--- config.mk ---
export PLATFORM = sky130hd
export DESIGN_NAME = sdram_init_fsm
export DESIGN_NICKNAME = d
export VERILOG_FILES = /design/src/rtl/sdram_pkg.sv /design/src/rtl/sdram_init_timer.sv /design/src/rtl/sdram_init_fsm.sv
export SDC_FILE = /design/constraint.sdc
export NUM_CORES = 1
export LEC_CHECK = 0
export ABC_AREA = 1
export BUFFER_PORTS_ARGS = -buffer_cell sky130_fd_sc_hd__buf_2
export CAP_MARGIN = 20
export CORE_MARGIN = 4
export CORE_UTILIZATION = 58
export CTS_CLUSTER_SIZE = 10
export DETAILED_ROUTE_END_ITERATION = 10
export PLACE_DENSITY = 0.87
export REMOVE_ABC_BUFFERS = 1
export SYNTH_ARGS = -nofsm -noshare
export SYNTH_HDL_FRONTEND = slang
export SYNTH_HIERARCHICAL = 1
export SYNTH_SLANG_ARGS = --single-unit
--- constraint.sdc ---
create_clock -name sys_clk -period 2.2 [get_ports sys_clk]
set_input_delay 0.33 -clock sys_clk [delete_from_list [all_inputs] [get_ports sys_clk]]
set_output_delay 0.33 -clock sys_clk [all_outputs]
set_load 0.01 [all_outputs]
--- src/rtl/sdram_pkg.sv ---
// Shared SDRAM init definitions: command encodings, FSM state enum, mode-word helpers.
// The EMRS states exist only when SDRAM_INIT_EMRS_EN is defined.
package sdram_pkg;

  localparam logic [3:0] CMD_NOP  = 4'b0111;
  localparam logic [3:0] CMD_PRE  = 4'b0010;
  localparam logic [3:0] CMD_AREF = 4'b0001;
  localparam logic [3:0] CMD_LMR  = 4'b0000;

  typedef enum logic [3:0] {
    ST_PWRUP,
    ST_PRE,
    ST_WAIT_RP,
    ST_AREF,
    ST_WAIT_RFC,
    ST_LMR,
    ST_WAIT_MRD,
`ifdef SDRAM_INIT_EMRS_EN
    ST_EMRS,
    ST_WAIT_EMRD,
`endif
    ST_DONE
  } state_t;

  function automatic logic [2:0] bl_code(input int burst_len);
    logic [2:0] code_s;
    case (burst_len)
      1:       code_s = 3'b000;
      2:       code_s = 3'b001;
      4:       code_s = 3'b010;
      8:       code_s = 3'b011;
      default: code_s = 3'b010;
    endcase
    return code_s;
  endfunction

  // Mode register bits A9..A0: {WR_BURST, 2'b00, CAS, BT, BL}.
  function automatic logic [9:0] mode_word(input int burst_len, input int burst_type,
                                           input int cas_lat, input int wr_burst);
    logic [31:0] bt_s;
    logic [31:0] cl_s;
    logic [31:0] wb_s;
    bt_s = burst_type;
    cl_s = cas_lat;
    wb_s = wr_burst;
    return {wb_s[0], 2'b00, cl_s[2:0], bt_s[0], bl_code(burst_len)};
  endfunction

  function automatic int max4(input int a, input int b, input int c, input int d);
    int m;
    m = a;
    if (b > m) m = b;
    if (c > m) m = c;
    if (d > m) m = d;
    return m;
  endfunction

endpackage

--- src/rtl/sdram_init_timer.sv ---
// Down-counting wait timer: start loads the count, done pulses for one cycle when it hits zero.
module sdram_init_timer #(
  parameter int CNT_W = 4
) (
  input  logic             sys_clk,
  input  logic             sys_rst_n,
  input  logic [CNT_W-1:0] load,
  input  logic             start,
  output logic             done
);

  logic [CNT_W-1:0] cnt_r;
  logic             run_r;

  // Load on start, then count down to zero and stop without wrapping.
  always_ff @(posedge sys_clk or negedge sys_rst_n) begin
    if (!sys_rst_n) begin
      cnt_r <= {CNT_W{1'b0}};
      run_r <= 1'b0;
    end else if (start) begin
      cnt_r <= load;
      run_r <= 1'b1;
    end else if (run_r) begin
      if (cnt_r == {CNT_W{1'b0}}) begin
        run_r <= 1'b0;
      end else begin
        cnt_r <= cnt_r - {{(CNT_W-1){1'b0}}, 1'b1};
      end
    end
  end

  assign done = run_r & (cnt_r == {CNT_W{1'b0}});

endmodule

--- src/rtl/sdram_init_fsm.sv ---
// SDRAM power-up initialisation sequencer: PWRUP, PRE, AREF x AREF_NUM, LMR, then DONE.
// Define SDRAM_INIT_EMRS_EN to add an extended mode register load (EMRS) before DONE.
module sdram_init_fsm
  import sdram_pkg::*;
#(
  parameter int T_PWRUP_CYC = 13333,
  parameter int T_RP_CYC    = 3,
  parameter int T_RFC_CYC   = 9,
  parameter int T_MRD_CYC   = 2,
  parameter int AREF_NUM    = 2,
  parameter int ADDR_BITS   = 12,
  parameter int BA_BITS     = 2,
  parameter int BURST_LEN   = 4,
  parameter int BURST_TYPE  = 0,
  parameter int CAS_LAT     = 3,
  parameter int WR_BURST    = 0
) (
  input  logic                 sys_clk,
  input  logic                 sys_rst_n,
  input  logic                 init_req,
  output logic [3:0]           cmd,
  output logic [ADDR_BITS-1:0] sdram_addr,
  output logic [BA_BITS-1:0]   sdram_ba,
  output logic                 sdram_cke,
  output logic                 init_busy,
  output logic                 init_done
);

  localparam int T_MAX = max4(T_PWRUP_CYC, T_RP_CYC, T_RFC_CYC, T_MRD_CYC);
  localparam int CNT_W = (T_MAX > 1) ? $clog2(T_MAX) : 1;

  // The timer starts one edge after a command is issued, hence the -2 on command waits.
  localparam logic [CNT_W-1:0] LD_PWRUP = CNT_W'(T_PWRUP_CYC - 1);
  localparam logic [CNT_W-1:0] LD_RP    = CNT_W'(T_RP_CYC - 2);
  localparam logic [CNT_W-1:0] LD_RFC   = CNT_W'(T_RFC_CYC - 2);
  localparam logic [CNT_W-1:0] LD_MRD   = CNT_W'(T_MRD_CYC - 2);

  localparam logic [ADDR_BITS-1:0] ADDR_A10  = ADDR_BITS'(11'h400);
  localparam logic [ADDR_BITS-1:0] ADDR_MODE =
    {{(ADDR_BITS-10){1'b0}}, mode_word(BURST_LEN, BURST_TYPE, CAS_LAT, WR_BURST)};
  localparam logic [3:0] AREF_NUM_C = 4'(AREF_NUM);

  state_t           state_r;
  logic [3:0]       aref_cnt_r;
  logic             pwrup_arm_r;
  logic             tmr_start_s;
  logic [CNT_W-1:0] tmr_load_s;
  logic             tmr_done_s;

  sdram_init_timer #(
    .CNT_W(CNT_W)
  ) u_timer (
    .sys_clk  (sys_clk),
    .sys_rst_n(sys_rst_n),
    .load     (tmr_load_s),
    .start    (tmr_start_s),
    .done     (tmr_done_s)
  );

  // Timer start/load decode: each command state arms the wait that follows it.
  always_comb begin
    tmr_start_s = 1'b0;
    tmr_load_s  = LD_PWRUP;
    case (state_r)
      ST_PWRUP: begin
        tmr_start_s = pwrup_arm_r;
        tmr_load_s  = LD_PWRUP;
      end
      ST_PRE: begin
        tmr_start_s = 1'b1;
        tmr_load_s  = LD_RP;
      end
      ST_AREF: begin
        tmr_start_s = 1'b1;
        tmr_load_s  = LD_RFC;
      end
      ST_LMR: begin
        tmr_start_s = 1'b1;
        tmr_load_s  = LD_MRD;
      end
`ifdef SDRAM_INIT_EMRS_EN
      ST_EMRS: begin
        tmr_start_s = 1'b1;
        tmr_load_s  = LD_MRD;
      end
`endif
      default: begin
        tmr_start_s = 1'b0;
        tmr_load_s  = LD_PWRUP;
      end
    endcase
  end

  // Sequencer state and registered SDRAM outputs; commands last one cycle, NOP otherwise.
  always_ff @(posedge sys_clk or negedge sys_rst_n) begin
    if (!sys_rst_n) begin
      state_r     <= ST_PWRUP;
      aref_cnt_r  <= 4'd0;
      pwrup_arm_r <= 1'b1;
      cmd         <= CMD_NOP;
      sdram_addr  <= ADDR_A10;
      sdram_ba    <= {BA_BITS{1'b0}};
      sdram_cke   <= 1'b0;
      init_done   <= 1'b0;
      init_busy   <= 1'b1;
    end else begin
      sdram_cke  <= 1'b1;
      cmd        <= CMD_NOP;
      sdram_addr <= ADDR_A10;
      sdram_ba   <= {BA_BITS{1'b0}};
      case (state_r)
        ST_PWRUP: begin
          pwrup_arm_r <= 1'b0;
          if (tmr_done_s) begin
            state_r    <= ST_PRE;
            cmd        <= CMD_PRE;
            aref_cnt_r <= 4'd0;
          end
        end
        ST_PRE: state_r <= ST_WAIT_RP;
        ST_WAIT_RP: begin
          if (tmr_done_s) begin
            state_r    <= ST_AREF;
            cmd        <= CMD_AREF;
            aref_cnt_r <= aref_cnt_r + 4'd1;
          end
        end
        ST_AREF: state_r <= ST_WAIT_RFC;
        ST_WAIT_RFC: begin
          if (tmr_done_s) begin
            if (aref_cnt_r == AREF_NUM_C) begin
              state_r    <= ST_LMR;
              cmd        <= CMD_LMR;
              sdram_addr <= ADDR_MODE;
            end else begin
              state_r    <= ST_AREF;
              cmd        <= CMD_AREF;
              aref_cnt_r <= aref_cnt_r + 4'd1;
            end
          end
        end
        ST_LMR: state_r <= ST_WAIT_MRD;
        ST_WAIT_MRD: begin
          if (tmr_done_s) begin
`ifdef SDRAM_INIT_EMRS_EN
            state_r    <= ST_EMRS;
            cmd        <= CMD_LMR;
            sdram_addr <= {ADDR_BITS{1'b0}};
            sdram_ba   <= BA_BITS'(2'b01);
`else
            state_r   <= ST_DONE;
            init_done <= 1'b1;
            init_busy <= 1'b0;
`endif
          end
        end
`ifdef SDRAM_INIT_EMRS_EN
        ST_EMRS: state_r <= ST_WAIT_EMRD;
        ST_WAIT_EMRD: begin
          if (tmr_done_s) begin
            state_r   <= ST_DONE;
            init_done <= 1'b1;
            init_busy <= 1'b0;
          end
        end
`endif
        ST_DONE: begin
          if (init_req) begin
            state_r    <= ST_PRE;
            cmd        <= CMD_PRE;
            aref_cnt_r <= 4'd0;
            init_done  <= 1'b0;
            init_busy  <= 1'b1;
          end
        end
        default: begin
          state_r   <= ST_PWRUP;
          init_done <= 1'b0;
          init_busy <= 1'b1;
        end
      endcase
    end
  end

endmodule

==> results of run 1 <==
## path summary, 6_finish.rpt
kind | to | cells past startpoint
hold / removal | u_timer/cnt_r[0] | 1
setup reg to reg | u_timer/cnt_r[8] | 10
max in group asynchronous | aref_cnt_r[2] | 1
min in group sys_clk | state_r[0] | 4
setup / recovery | u_timer/cnt_r[8] | 10
hold reg to reg | pwrup_arm_r | 2
## per-layer routing
layer,share of wire,global-route usage,vias to the layer above
li1,-,-,941
met1,0.42,0.272,883
met2,0.48,0.381,70
met3,0.078,0.0567,8
met4,0.017,0.0918,0
met5,0,0,-
## stage by stage
stage	instance area (um^2)	total power, mW	instances	utilization	hold slack, ns
6_report	2330	1.18	360	0.676	0.0694
5_1_grt	2330	1.23	360	0.676	0.121
4_1_cts	2300	1.19	359	0.669	0.0911
3_5_place_dp	2190	0.606	351	0.635	0.406
3_3_place_gp	2190	0.605	351	0.635	0.400
2_1_floorplan	2060	0.592	292	-	0.0344
## flip-flops by register name, indices dropped and copies added, names as in the netlist
| register | count |
|---|---|
| pwrup_arm_r | 1 |
| sdram_addr | 2 |
| aref_cnt_r | 4 |
| init_busy | 1 |
| sdram_cke | 1 |
| u_timer/run_r | 1 |
| init_done | 1 |
| cmd | 3 |
| state_r | 3 |
| u_timer/cnt_r | 14 |
## timing repair
| action | 4_1_cts | 5_1_grt |
|---|---|---|
| endpoints found under the hold margin | 0 | 0 |
| resized for setup | 0 | 5 |
| setup buffers | 0 | 1 |
| setup endpoints to repair | 0 | 10 |
## power by group
group / internal [mW] / switching (mW) / leakage (nW)
sequential: 0.571 / 0.000154 / 0.363
clock: 0.366 / 0.220 / 0.0612
combinational: 0.00188 / 0.0216 / 0.726
total: 0.939 / 0.242 / 1.15
## cell usage in the layout, fill, tap and decap left out, drive strengths merged
cell / instances
xnor2: 1
clkinv: 2
nand2: 97
nand3: 29
nand3b: 1
inv: 32
dfstp: 6
o22ai: 2
o31ai: 1
conb: 19
a21oi: 4
nor3: 2
buf: 14
ha: 3
dfrtp: 25
nor2: 38
bufinv: 1
nand4: 8
clkbuf: 6
o21ai: 23
## critical path, delay by kind of cell, from the launching register on
| family | cells | cell delay [ns] |
|---|---|---|
| and+or+nand+nor | 7 | 0.74 |
| buffers and inverters | 3 | 0.63 |
| DFF | 1 | 0.57 |
## cell families (layout without fill, tap and decap cells)
family / Yosys count / after routing / synth area share
and+or+nand+nor: 175 / 175 / 0.402
buffers and inverters: 52 / 55 / 0.122
DFF: 31 / 31 / 0.367
AOI/OAI and AO/OA: 30 / 30 / 0.0833
adders and majority gates: 3 / 3 / 0.0176
other: 2 / 19 / 0.00352
xor gates and xnor gates: 1 / 1 / 0.00411
## layout make-up
type	count	area, um^2
Sequential cell	31	783
Clock buffer	6	82.6
Inverter	33	125
Multi-Input combinational cell	228	1170
Clock inverter	2	35.0
Timing Repair Buffer	14	75.1
Tap cell	46	57.6
Fill cell	277	1110
==> impl_results.html, run 1 <==
<table>
<tr><th>Metric</th><th>Value</th></tr>
<tr><th colspan="2">Yosys</th></tr>
<tr><td>Yosys Warn Count</td><td>6</td></tr>
<tr><td>Number of enable-type register cells in the synthesized netlist</td><td>0</td></tr>
<tr><td>Async set-reset flop share out of synthesis</td><td>1.00</td></tr>
<tr><td>Top-count cell post-synth</td><td>nand2_1</td></tr>
<tr><td>Post-synthesis cell type with the largest combined area</td><td>dfrtp_1</td></tr>
<tr><td>Synthesized cell area</td><td>roughly 2100 um^2</td></tr>
<tr><td>Main area contributors after synthesis</td><td>dfrtp_1 29%, nand2_1 15%, dfstp_2 7.4%</td></tr>
<tr><td>Count of unique library cells instantiated by Yosys</td><td>31</td></tr>
<tr><td>Fraction of the yosys area taken by sequential cells</td><td>0.367</td></tr>
<tr><td>Area share of the leading cell type in the synthesized netlist</td><td>0.293</td></tr>
<tr><td>Ranking of synthesized cells by instance count</td><td>83 x nand2_1, 33 x nor2_1, 25 x dfrtp_1</td></tr>
<tr><td>Flip-flop and latch count after synthesis</td><td>31</td></tr>
<tr><td>Ys flop type</td><td>dfrtp_1</td></tr>
<tr><td>Average footprint of a synthesized cell</td><td>7.25 um^2</td></tr>
<tr><td>Number of standard cells after synthesis</td><td>294</td></tr>
<tr><th colspan="2">Global routing</th></tr>
<tr><td>Global-route wire length before repair</td><td>about 8000 um</td></tr>
<tr><td>Global-route usage over all layers</td><td>0.226</td></tr>
<tr><td>Largest net degree at the start of global routing</td><td>32</td></tr>
<tr><td>Overall overflow remaining after global route</td><td>0</td></tr>
<tr><td>Vias in the first global route</td><td>around 1.8k</td></tr>
<tr><td>Antenna violations before repair</td><td>0</td></tr>
<tr><th colspan="2">Worst setup path</th></tr>
<tr><td>Largest stage delay on the critical path</td><td>about 0.57 ns</td></tr>
<tr><td>Crit. Startpoint</td><td>state_r[1]</td></tr>
<tr><td>Critical Path Sink Type</td><td>flop</td></tr>
<tr><td>Cell type of the slowest stage on the worst timing path</td><td>dfrtp_1</td></tr>
<tr><td>Setup slack of the worst register-to-register path</td><td>0.19 ns</td></tr>
<tr><td>R2r startpoint</td><td>state_r[1]</td></tr>
<tr><td>Critical path start-end classification</td><td>reg2reg</td></tr>
<tr><td>Critical Path RT</td><td>2.43 ns</td></tr>
<tr><td>Crit path top cell by count</td><td>nand2_1</td></tr>
<tr><td>Worst path cell trace</td><td>inv_2 -&gt; nand2_1 -&gt; nor2_1 -&gt; nand2_1 -&gt; nand2_1 -&gt; inv_1 -&gt; nand2_4 -&gt; inv_2 -&gt; nand2_1 -&gt; nand3_1</td></tr>
<tr><td>Kind of launch point of the worst setup path</td><td>flop</td></tr>
<tr><td>CP arrival</td><td>2.24 ns</td></tr>
<tr><td>Largest fanout of any net on the critical path</td><td>16</td></tr>
<tr><th colspan="2">Route</th></tr>
<tr><td>Routed vias</td><td>~1.9k</td></tr>
<tr><td>Mean number of vias per cell</td><td>approximately 5.3</td></tr>
<tr><td>DRC viols</td><td>0</td></tr>
<tr><td>Total Wirelength</td><td>4370 um</td></tr>
<tr><td>Average routed wire per standard cell</td><td>roughly 12 um</td></tr>
<tr><td>Total iterations of the first detailed-routing run</td><td>4</td></tr>
<tr><td>Antenna-violating nets left</td><td>0</td></tr>
<tr><td>Number of violations reported at the end of detailed-routing iteration 0</td><td>roughly 170</td></tr>
<tr><th colspan="2">Power</th></tr>
<tr><td>Largest voltage drop on the vdd net</td><td>0.000510 V</td></tr>
<tr><td>Static Leak</td><td>about 1.1 nW</td></tr>
<tr><td>Ratio of total power to cell area</td><td>507 nW/um^2</td></tr>
<tr><th colspan="2">Timing</th></tr>
<tr><td>Post-Route Skew</td><td>between 0.007 and 0.008 ns</td></tr>
<tr><td>Final worst-path cycle share</td><td>0.915</td></tr>
<tr><td>Final count of negative-setup-slack endpoints</td><td>0</td></tr>
<tr><td>Slack of the critical path</td><td>0.186 ns</td></tr>
<tr><td>Final Hold Violating Endpoints</td><td>0</td></tr>
<tr><td>Unrepaired setup endpoints after global routing</td><td>no</td></tr>
<tr><td>Minimum clock period after layout</td><td>2.01 ns</td></tr>
<tr><td>Transition at the pin with the smallest max-transition slack</td><td>between 0.6 and 0.7 ns</td></tr>
<tr><td>Maximum frequency from static timing analysis</td><td>between 400 and 500 MHz</td></tr>
<tr><td>Fin. max-slew vios</td><td>0</td></tr>
<tr><td>Relative slew margins</td><td>0.555</td></tr>
<tr><td>Final setup TNS</td><td>0 ns</td></tr>
<tr><th colspan="2">Placement</th></tr>
<tr><td>Detailed placement HPWL</td><td>between 3000 and 4000 um</td></tr>
<tr><td>I/O Buffers</td><td>12</td></tr>
<tr><td>Weighted congestion reported at the end of routability-driven placement</td><td>0.908</td></tr>
<tr><td>Placement Setup Slack</td><td>roughly 0.07 ns</td></tr>
<tr><th colspan="2">Floorplan</th></tr>
<tr><td>Starting utilization of the core area</td><td>0.619</td></tr>
<tr><td>DIE HEIGHT</td><td>between 60 and 70 um</td></tr>
<tr><td>Total I/O pin count</td><td>24</td></tr>
<tr><td>Placeable Area</td><td>between 3000 and 4000 um^2</td></tr>
<tr><td>Number of standard-cell rows in the floorplan</td><td>21</td></tr>
<tr><td>DIE WIDTH</td><td>68.6 um</td></tr>
<tr><td>Die area</td><td>4710 um^2</td></tr>
<tr><th colspan="2">Job</th></tr>
<tr><td>Count of maximum capacitance violations</td><td>0</td></tr>
<tr><th colspan="2">Clocking</th></tr>
<tr><td>Root Buffer</td><td>clkbuf_8</td></tr>
<tr><td>Number of H-tree levels</td><td>2</td></tr>
<tr><td>Clock insertion delay at the later pin of the skew report</td><td>about 0.29 ns</td></tr>
<tr><td>Hold buffer count at CTS</td><td>0</td></tr>
<tr><td>CTS tree</td><td>done</td></tr>
<tr><td>Number of CTS-inserted buffers</td><td>5</td></tr>
<tr><td>Clock sink total</td><td>31</td></tr>
<tr><td>Maximum buffer depth of the clock tree</td><td>2</td></tr>
<tr><td>CTS clock-pin slew for the worst setup and hold paths</td><td>around 0.070 ns</td></tr>
<tr><th colspan="2">Cells and area</th></tr>
<tr><td>Layout net count</td><td>around 320</td></tr>
<tr><td>Layout cells sized above 1</td><td>0.229</td></tr>
<tr><td>Number of antenna diodes</td><td>0</td></tr>
<tr><td>Synth-to-Final Area Change</td><td>9.21%</td></tr>
<tr><th colspan="2">Status</th></tr>
<tr><td>Outcome</td><td>finished clean</td></tr>
<tr><th colspan="2">Worst hold path</th></tr>
<tr><td>Worst hold-check path type</td><td>in2async</td></tr>
</table>
Power figures use the tool's default switching activity.
==> run 2, diff against run 1 <==
--- a/config.mk
+++ b/config.mk
@@ -8,11 +8,11 @@
 export ABC_AREA = 1
 export BUFFER_PORTS_ARGS = -buffer_cell sky130_fd_sc_hd__buf_2
 export CAP_MARGIN = 20
-export CORE_MARGIN = 4
-export CORE_UTILIZATION = 58
+export CORE_MARGIN = 5
+export CORE_UTILIZATION = 52
 export CTS_CLUSTER_SIZE = 10
 export DETAILED_ROUTE_END_ITERATION = 10
-export PLACE_DENSITY = 0.87
+export PLACE_DENSITY = 0.8
 export REMOVE_ABC_BUFFERS = 1
 export SYNTH_ARGS = -nofsm -noshare
 export SYNTH_HDL_FRONTEND = slang
==> impl_results.html, run 2 (same netlist as run 1, synthesis figures left out) <==
<table>
<tr><th>Metric</th><th>Value</th></tr>
<tr><th colspan="2">Floorplan</th></tr>
<tr><td>Die area</td><td>5480 um^2 (+16%)</td></tr>
<tr><td>Total I/O pin count</td><td>24 (unchanged)</td></tr>
<tr><td>Placeable Area</td><td>4000 um^2 (+16%)</td></tr>
<tr><td>Number of standard-cell rows in the floorplan</td><td>23 (+9.5%)</td></tr>
<tr><td>DIE WIDTH</td><td>74.0 um (+7.9%)</td></tr>
<tr><td>DIE HEIGHT</td><td>74.0 um (+7.9%)</td></tr>
<tr><td>Starting utilization of the core area</td><td>0.533 (-0.0864)</td></tr>
<tr><th colspan="2">Worst setup path</th></tr>
<tr><td>Largest fanout of any net on the critical path</td><td>7 (-9)</td></tr>
<tr><td>FF-to-FF End</td><td>aref_cnt_r[3]</td></tr>
<tr><td>R2r worst-path depth</td><td>13 (+3)</td></tr>
<tr><td>Capturing instance or port of the critical path</td><td>aref_cnt_r[3]</td></tr>
<tr><td>CP arrival</td><td>2.15 ns (-0.09 ns)</td></tr>
<tr><td>Kind of launch point of the worst setup path</td><td>flop</td></tr>
<tr><td>Critical Path RT</td><td>2.38 ns (-0.05 ns)</td></tr>
<tr><td>R2r startpoint</td><td>u_timer/cnt_r[1]</td></tr>
<tr><td>Setup slack of the worst register-to-register path</td><td>0.23 ns (+0.04 ns)</td></tr>
<tr><td>Critical Path Sink Type</td><td>flop</td></tr>
<tr><td>Critical path start-end classification</td><td>reg2reg</td></tr>
<tr><td>Crit. Startpoint</td><td>u_timer/cnt_r[1]</td></tr>
<tr><th colspan="2">Route</th></tr>
<tr><td>Average routed wire per standard cell</td><td>11.9 um (-1.9%)</td></tr>
<tr><td>Number of violations reported at the end of detailed-routing iteration 0</td><td>139 (-16%)</td></tr>
<tr><td>Mean number of vias per cell</td><td>5.17 (-2.1%)</td></tr>
<tr><td>Total iterations of the first detailed-routing run</td><td>4 (unchanged)</td></tr>
<tr><td>DRC viols</td><td>0 (unchanged)</td></tr>
<tr><td>Total Wirelength</td><td>4400 um (+0.57%)</td></tr>
<tr><td>Antenna-violating nets left</td><td>0 (unchanged)</td></tr>
<tr><td>Routed vias</td><td>1908 (+0.32%)</td></tr>
<tr><th colspan="2">Placement</th></tr>
<tr><td>I/O Buffers</td><td>12 (unchanged)</td></tr>
<tr><td>Weighted congestion reported at the end of routability-driven placement</td><td>0.907 (-0.14%)</td></tr>
<tr><td>Detailed placement HPWL</td><td>3150 um (+0.52%)</td></tr>
<tr><th colspan="2">Power</th></tr>
<tr><td>Largest voltage drop on the vdd net</td><td>0.000348 V (-32%)</td></tr>
<tr><td>Ratio of total power to cell area</td><td>450 nW/um^2 (-11%)</td></tr>
<tr><td>Static Leak</td><td>1.16 nW (+1.2%)</td></tr>
<tr><th colspan="2">Timing</th></tr>
<tr><td>Final setup TNS</td><td>0 ns (unchanged)</td></tr>
<tr><td>Minimum clock period after layout</td><td>1.97 ns (-0.0401 ns)</td></tr>
<tr><td>Final count of negative-setup-slack endpoints</td><td>0 (unchanged)</td></tr>
<tr><td>Relative slew margins</td><td>0.545 (-0.00940)</td></tr>
<tr><td>Post-Route Skew</td><td>0.00896 ns (+0.00178 ns)</td></tr>
<tr><td>Transition at the pin with the smallest max-transition slack</td><td>0.682 ns (+0.0141 ns)</td></tr>
<tr><td>Unrepaired setup endpoints after global routing</td><td>no</td></tr>
<tr><td>Final worst-path cycle share</td><td>0.897 (-0.0182)</td></tr>
<tr><td>Worst slack on hold paths</td><td>0.0821 ns (+0.0127 ns)</td></tr>
<tr><td>Final Hold Violating Endpoints</td><td>0 (unchanged)</td></tr>
<tr><td>Maximum frequency from static timing analysis</td><td>507 MHz (+2.0%)</td></tr>
<tr><td>Fin. max-slew vios</td><td>0 (unchanged)</td></tr>
<tr><th colspan="2">Cells and area</th></tr>
<tr><td>Most common library cell in the layout ignoring fill and taps</td><td>nand2_1</td></tr>
<tr><td>Number of flip-flops under the largest register name</td><td>14 (unchanged)</td></tr>
<tr><td>Commonest cells after routing, fill and taps aside</td><td>83 x nand2_1, 33 x nor2_1, 25 x dfrtp_1, 24 x nand3_1, 21 x inv_1</td></tr>
<tr><td>Largest registers</td><td>u_timer/cnt_r (14), aref_cnt_r (4)</td></tr>
<tr><td>Number of antenna diodes</td><td>0 (unchanged)</td></tr>
<tr><td>Layout net count</td><td>324 (+1.6%)</td></tr>
<tr><td>Layout cells sized above 1</td><td>0.241 (+0.0121)</td></tr>
<tr><td>Synth-to-Final Area Change</td><td>10.6%</td></tr>
<tr><td>Register ranked first by flip-flop count</td><td>u_timer/cnt_r</td></tr>
<tr><th colspan="2">Global routing</th></tr>
<tr><td>Global-route usage over all layers</td><td>0.173 (-0.0528)</td></tr>
<tr><td>Global-route wire length before repair</td><td>7490 um (-4.0%)</td></tr>
<tr><td>Antenna violations before repair</td><td>0 (unchanged)</td></tr>
<tr><td>Overall overflow remaining after global route</td><td>0 (unchanged)</td></tr>
<tr><td>Vias in the first global route</td><td>1719 (-3.4%)</td></tr>
<tr><td>Largest net degree at the start of global routing</td><td>32 (unchanged)</td></tr>
<tr><th colspan="2">Job</th></tr>
<tr><td>Count of maximum capacitance violations</td><td>0 (unchanged)</td></tr>
<tr><th colspan="2">Clocking</th></tr>
<tr><td>Number of CTS-inserted buffers</td><td>5 (unchanged)</td></tr>
<tr><td>Clock sink total</td><td>31 (unchanged)</td></tr>
<tr><td>Maximum buffer depth of the clock tree</td><td>2 (unchanged)</td></tr>
<tr><td>Hold buffer count at CTS</td><td>0 (unchanged)</td></tr>
<tr><td>Clock insertion delay at the later pin of the skew report</td><td>0.29 ns (about the same)</td></tr>
<tr><td>CTS clock-pin slew for the worst setup and hold paths</td><td>0.07 ns (about the same)</td></tr>
<tr><td>Root Buffer</td><td>clkbuf_8</td></tr>
<tr><td>CTS tree</td><td>done</td></tr>
<tr><td>Number of H-tree levels</td><td>2 (unchanged)</td></tr>
<tr><th colspan="2">Worst hold path</th></tr>
<tr><td>Worst hold-check path type</td><td>in2async</td></tr>
<tr><th colspan="2">Status</th></tr>
<tr><td>Outcome</td><td>finished clean</td></tr>
</table>
-- run 2: metrics by stage --
stage | cells | worst slack (ns) | instance area (um^2) | util | power (mW)
2_1_floorplan | 292 | 0.228 | 2060 | - | 0.592
3_3_place_gp | 357 | 0.152 | 2210 | 0.551 | 0.606
3_5_place_dp | 357 | 0.0562 | 2210 | 0.551 | 0.606
4_1_cts | 365 | 0.0344 | 2300 | 0.574 | 1.08
5_1_grt | 369 | 0.00933 | 2360 | 0.589 | 1.10
6_report | 369 | 0.226 | 2360 | 0.589 | 1.06
-- run 2: worst min-delay path by stage --
| stage | from | to | slack [ns] | depth (start not counted) |
|---|---|---|---|---|
| global placement | sys_rst_n | u_timer/cnt_r[7] | 0.40 | 1 |
| CTS | sys_rst_n | u_timer/cnt_r[1] | 0.1 | 1 |
| global route | sys_rst_n | u_timer/cnt_r[1] | 0.15 | 1 |
| detailed placement | sys_rst_n | u_timer/cnt_r[5] | 0.41 | 1 |
| finish | sys_rst_n | u_timer/cnt_r[1] | 0.08 | 1 |
| floorplan | sys_rst_n | aref_cnt_r[0] | 0.03 | 0 |
-- run 2: worst max-delay path, cell delays in order (launching register included) --
cell     delay, ns
dfrtp_1       0.39
inv_2         0.09
ha_4          0.15
nand3_2       0.13
nor2_4        0.14
nand3_1       0.11
nor3_2        0.23
inv_2         0.11
nand3_2       0.12
nand2_2       0.07
nor2_4        0.11
nand2_1       0.09
nand2_1       0.06
nand2_1       0.05
-- run 2: area by class of cell --
cell class	count	area, um^2
Fill cell	367	1640
Multi-Input combinational cell	228	1170
Sequential cell	31	783
Timing Repair Buffer	19	125
Inverter	33	125
Clock buffer	7	86.3
Tap cell	50	62.6
Clock inverter	1	5.00
-- run 2: power by group --
part           internal, mW  switching [mW]  leakage (nW)
clock network         0.252           0.213        0.0482
registers             0.572        0.000293         0.363
logic               0.00188          0.0221         0.752
total                 0.825           0.235          1.16
-- run 2: what timing repair did --
action | in CTS | in global routing
setup buffers | 0 | 4
setup endpoints to repair | 0 | 14
gates resized for setup | 0 | 6
-- run 2: layer usage --
metal | vias to the layer above | track usage | share of wire
li1 | 951 | - | -
met1 | 889 | 0.234 | 0.45
met2 | 65 | 0.268 | 0.48
met3 | 3 | 0.0473 | 0.065
met4 | 0 | 0.0584 | 0.0061
met5 | - | 0 | 0
